===== src/rtl/riscuin_pkg.sv =====
// riscuin_pkg: shared fetch-unit types and constants
package riscuin_pkg;
   localparam int INSTR_WIDTH = 32;
   typedef enum logic [1:0] {IDLE, REQ, DRAIN, HALT} fetch_state_e;
endpackage


===== src/rtl/riscuin_sync_fifo.sv =====
// riscuin_sync_fifo: synchronous FIFO with flush and registered occupancy count
module riscuin_sync_fifo #(
   parameter int WIDTH = 32,
   parameter int DEPTH = 4
) (
   input  logic                    clk,
   input  logic                    rst,
   input  logic                    flush_i,
   input  logic                    push_i,
   input  logic [WIDTH-1:0]        data_i,
   input  logic                    pop_i,
   output logic [WIDTH-1:0]        data_o,
   output logic                    empty_o,
   output logic [$clog2(DEPTH):0]  count_o
);
   localparam int AW = $clog2(DEPTH);
   logic [WIDTH-1:0] mem_q [DEPTH];
   logic [AW-1:0] rd_q, wr_q;
   logic [AW:0] cnt_q;
   logic do_push, do_pop;
   assign do_pop = pop_i && cnt_q != '0;
   assign do_push = push_i && (cnt_q != (AW+1)'(DEPTH) || do_pop);
   always_ff @(posedge clk) begin
      if (rst || flush_i) begin
         rd_q <= '0;
         wr_q <= '0;
         cnt_q <= '0;
      end else begin
         if (do_push) wr_q <= wr_q + 1'b1;
         if (do_pop) rd_q <= rd_q + 1'b1;
         cnt_q <= cnt_q + (AW+1)'(do_push) - (AW+1)'(do_pop);
      end
   end
   always_ff @(posedge clk) begin
      if (do_push && !flush_i) mem_q[wr_q] <= data_i;
   end
   assign data_o = mem_q[rd_q];
   assign empty_o = cnt_q == '0;
   assign count_o = cnt_q;
endmodule


===== src/rtl/riscuin_fetch_unit.sv =====
// riscuin_fetch_unit: instruction prefetcher, one outstanding memory request,
// redirect flushes the buffer and discards any in-flight word.
module riscuin_fetch_unit
   import riscuin_pkg::*;
#(
   parameter int INSTR_ADDR_WIDTH = 8,
   parameter int FIFO_DEPTH = 4,
   parameter logic [INSTR_ADDR_WIDTH-1:0] RESET_PC = '0
) (
   input  logic                        clk,
   input  logic                        rst,
   output logic                        mem_req,
   output logic [INSTR_ADDR_WIDTH-1:0] mem_addr,
   input  logic                        mem_ack,
   input  logic [INSTR_WIDTH-1:0]      mem_rdata,
   input  logic                        redirect,
   input  logic [INSTR_ADDR_WIDTH-1:0] redirect_pc,
   output logic                        instr_valid,
   input  logic                        instr_ready,
   output logic [INSTR_WIDTH-1:0]      instr,
   output logic [INSTR_ADDR_WIDTH-1:0] instr_pc,
   output logic                        pc_end
);
   localparam int CW = $clog2(FIFO_DEPTH) + 1;
   fetch_state_e state_q;
   logic [INSTR_ADDR_WIDTH-1:0] fetch_pc_q, mem_addr_q;
   logic pc_end_q, push, pop, empty, space_after_push;
   logic [CW-1:0] count;
   logic [INSTR_ADDR_WIDTH+INSTR_WIDTH-1:0] head;
   assign pop = instr_valid && instr_ready;
   assign push = state_q == REQ && mem_ack && !redirect;
   assign space_after_push = int'(count) + 1 - int'(pop) < FIFO_DEPTH;
   assign mem_req = state_q == REQ || state_q == DRAIN;
   assign mem_addr = mem_addr_q;
   assign instr_valid = !empty;
   assign {instr_pc, instr} = head;
   assign pc_end = pc_end_q;
   riscuin_sync_fifo #(
      .WIDTH(INSTR_ADDR_WIDTH + INSTR_WIDTH),
      .DEPTH(FIFO_DEPTH)
   ) u_fifo (
      .clk(clk),
      .rst(rst),
      .flush_i(redirect),
      .push_i(push),
      .data_i({fetch_pc_q, mem_rdata}),
      .pop_i(pop),
      .data_o(head),
      .empty_o(empty),
      .count_o(count)
   );
   // fetch_pc_q doubles as the pending redirect target while draining
   always_ff @(posedge clk) begin
      if (rst) begin
         state_q <= IDLE;
         fetch_pc_q <= RESET_PC;
         mem_addr_q <= RESET_PC;
         pc_end_q <= 1'b0;
      end else begin
         pc_end_q <= 1'b0;
         if (redirect) fetch_pc_q <= redirect_pc;
         case (state_q)
            IDLE: begin
               if (redirect || int'(count) < FIFO_DEPTH) begin
                  state_q <= REQ;
                  mem_addr_q <= redirect ? redirect_pc : fetch_pc_q;
               end
            end
            REQ: begin
               if (mem_ack && redirect) mem_addr_q <= redirect_pc;
               else if (mem_ack) begin
                  fetch_pc_q <= fetch_pc_q + 1'b1;
                  mem_addr_q <= fetch_pc_q + 1'b1;
                  state_q <= fetch_pc_q == '1 ? HALT : space_after_push ? REQ : IDLE;
               end else if (redirect) state_q <= DRAIN;
            end
            DRAIN: begin
               if (mem_ack) begin
                  state_q <= REQ;
                  mem_addr_q <= redirect ? redirect_pc : fetch_pc_q;
               end
            end
            HALT: begin
               if (redirect) begin
                  state_q <= REQ;
                  mem_addr_q <= redirect_pc;
               end else pc_end_q <= count == CW'(pop);
            end
            default: state_q <= IDLE;
         endcase
      end
   end
endmodule


===== config.mk =====
export PLATFORM = sky130hd
export DESIGN_NAME = riscuin_fetch_unit
export DESIGN_NICKNAME = d
export VERILOG_FILES = /design/src/rtl/riscuin_pkg.sv /design/src/rtl/riscuin_sync_fifo.sv /design/src/rtl/riscuin_fetch_unit.sv
export SDC_FILE = /design/constraint.sdc
export NUM_CORES = 1
export LEC_CHECK = 0
export CORE_MARGIN = 2
export CORE_UTILIZATION = 50
export DETAILED_ROUTE_END_ITERATION = 10
export PLACE_DENSITY_LB_ADDON = 0.1
export SYNTH_ARGS = -nofsm -noshare
export SYNTH_HDL_FRONTEND = slang
export SYNTH_HIERARCHICAL = 1
export SYNTH_SLANG_ARGS = --single-unit

===== constraint.sdc =====
create_clock -name clk -period 7.6 [get_ports clk]
set_input_delay 0.76 -clock clk [delete_from_list [all_inputs] [get_ports clk]]
set_output_delay 0.76 -clock clk [all_outputs]
set_load 0.05 [all_outputs]

==> run metrics <==
core area roughly 15000 um2; first-pass GRT wire length 22.2 mm; Rows 45; CP max stage cell dfxtp_2; final worst path period share 0.458; worst hold slack 0.499 ns; Yosys cell types 53; slew of the pin with the lowest slew margin 1.09 ns; fraction of registers with async set/reset 0; Leak 3.04 nW; Critical Path Source Type register; CP Data Required Time between 6 and 7 ns; worst min-delay path class register to register; Max transition margin 0.271; Synth Cell Area 7590 um2; RSZ-0062 raised after global routing no; Post-synth EDFFs 160; Yosys Warn Count 6; Avg WL per Cell 19.0 um; gp weighted congestion 0.785; Skew-Pair Late Insertion Delay 0.42 ns; delay-heaviest family, CP flip-flops; Diodes inserted 0; largest net degree at the start of global routing 41; total setup buffers inserted after CTS 0; total gr overflow 0; prevailing post-synth register cell edfxtp_1; Worst EP arrival ~2.7 ns; layout cells sized above 1 0.159; CTS tree done; vias per cell roughly 5.6; Clock Sinks 188; antenna violations before repair 0; count leader, synth edfxtp_1; GRT Overall Usage 0.182; crit path max fanout 40; status finished clean; Synth Net Count about 490; setup_tns 0 ns; CTS buffer count 17; clk root buf clkbuf_16; Post-DP Area 8740 um2; I/O Buffers 95; CTS clk-pin slew, worst paths approximately 0.060 ns; Peak Freq 288 MHz; Area contributors post-synth edfxtp_1 63%, mux4_2 12%, dfxtp_1 7.4%; CTS resizes 0; DRT iter0 DRCs 230; Setup Viol. Count Final 0; Worst Skew 0.00731 ns; fin. max-slew vios 0; routed via count 4113; drt drc 0; Final Hold Viols 0; vias in the first global route 4252; CP Capture Type primary output; Initial Utilization 0.505; Final Instance Area 9400 um2; power per standard cell area around 240 nW/um2; Die X between 100 and 150 um; Clock Path Buffers 2; MaxCap Viol Count 0; CP bufs+invs 1; Layout Nets 584; maximum VDD drop 0.145 mV; Syn Inst Count 430; H-Tree Depth 4; post-route minimum period 3.48 ns; crit path cell chain mux4_2, clkdlybuf4s50_1; Die H 127 um; WL final 13.8 mm; Yosys reg bits 188; number of iterations in the first detailed-routing pass 4; Seq/Total Area, Yosys 0.707; Synth top cells by count 160 x edfxtp_1, 40 x mux4_2, 28 x dfxtp_1; post-route ant nets 0; WS Path Type register to primary output; Fillers 1080; Avg Inst Size Synth 17.7 um2; IO Count 96; CP peak stage delay 1.05 ns; cell taking the most area after synthesis edfxtp_1; synth-to-layout area growth 23.8%; top cell type's share of synthesized area 0.633; die area between 15000 and 20000 um2; Design Power 2.25 mW; CTS Hold Buffers Added 0; Detailed Place HPWL approximately 8.3 mm
final cells by class:
| cell class | count | area [um2] | area share |
|---|---|---|---|
| well taps | 188 | 235 | 0.0250 |
| clock buffers | 19 | 433 | 0.0461 |
| multi-input cells | 207 | 2100 | 0.223 |
| inverters | 12 | 45.0 | 0.00479 |
| clock inverters | 13 | 221 | 0.0236 |
| repair buffers | 101 | 996 | 0.106 |
| flip-flops and latches | 188 | 5370 | 0.572 |
flip-flops by register name (all words and copies together) (netlist names), named ones only:
signal	count
u_fifo/count_o	3
u_fifo/mem_q	160
u_fifo/rd_q	2
u_fifo/wr_q	2
pc_end	1
mem_addr	8
fetch_pc_q	8
state_q	2
per-stage QoR:
step	setup WS, ns	util	instances
final	4.12	0.625	728
after global routing	3.97	0.625	728
after CTS	4.07	0.625	728
after detailed placement	4.21	0.582	696
after global placement	4.28	0.582	696
after floorplan	2.60	-	430
metal layers:
| layer | routed length, um | global-route usage |
|---|---|---|
| met1 | 5950 | 0.232 |
| met2 | 7020 | 0.306 |
| met3 | 616 | 0.0423 |
| met4 | 240 | 0.0718 |
| met5 | 0 | 0 |
worst register-to-register path: stages, from the launching register on:
cell,delay (ns)
dfxtp_1,0.33
inv_1,0.10
ha_1,0.54
nand2_1,0.38
nor2_1,0.38
nand2_4,0.14
nor3b_2,0.19
buf_4,0.53
path summary, 6_finish.rpt:
kind / slack [ns] / depth (start not counted) / from / to
min reg2reg: 0.50 / 2 / u_fifo/wr_q[1] / u_fifo/wr_q[1]
min: 0.50 / 2 / u_fifo/wr_q[1] / u_fifo/wr_q[1]
max reg2reg: 4.60 / 7 / state_q[1] / u_fifo/mem_q[0][4]
max: 4.12 / 2 / register / instr_pc[5]
where the power goes:
group / total [mW] / switching, mW / leakage (nW) / internal [mW]
registers: 1.15 / 0.0138 / 1.68 / 1.13
clock network: 0.962 / 0.348 / 0.314 / 0.614
logic: 0.145 / 0.0842 / 1.05 / 0.0610
total: 2.25 / 0.446 / 3.04 / 1.81
kinds of logic (layout without fill, tap and decap cells):
group                    after synthesis  count (layout)  share of synthesized area
flip-flops                           188             188                      0.707
AND/OR/NAND/NOR                       77              77                     0.0542
AO/OA/AOI/OAI                         61              61                     0.0592
multiplexers                          45              45                      0.125
buffers and inverters                 35             145                     0.0199
adder cells (fa/ha/maj)               12              12                     0.0208
XOR/XNOR                              12              12                     0.0138
cell usage in the layout (no fill, tap or decap), types with 3 or more instances in the layout:
master / instances
mux4_2: 40
mux2i_1: 4
buf_4: 6
o21a_1: 3
nor3_1: 10
a21oi_1: 9
nor3b_2: 4
xor2_1: 4
clkdlybuf4s50_1: 95
nand3_1: 7
a311oi_1: 6
ha_1: 11
dfxtp_1: 26
bufinv_16: 6
o21ai_0: 11
nor2_1: 18
clkbuf_16: 17
a31o_1: 3
clkinv_1: 3
a211oi_1: 7
edfxtp_1: 160
inv_1: 10
nand2_1: 17
or3_1: 6
nand2b_1: 3
xnor2_1: 8
(Power assumes the default switching activity.)
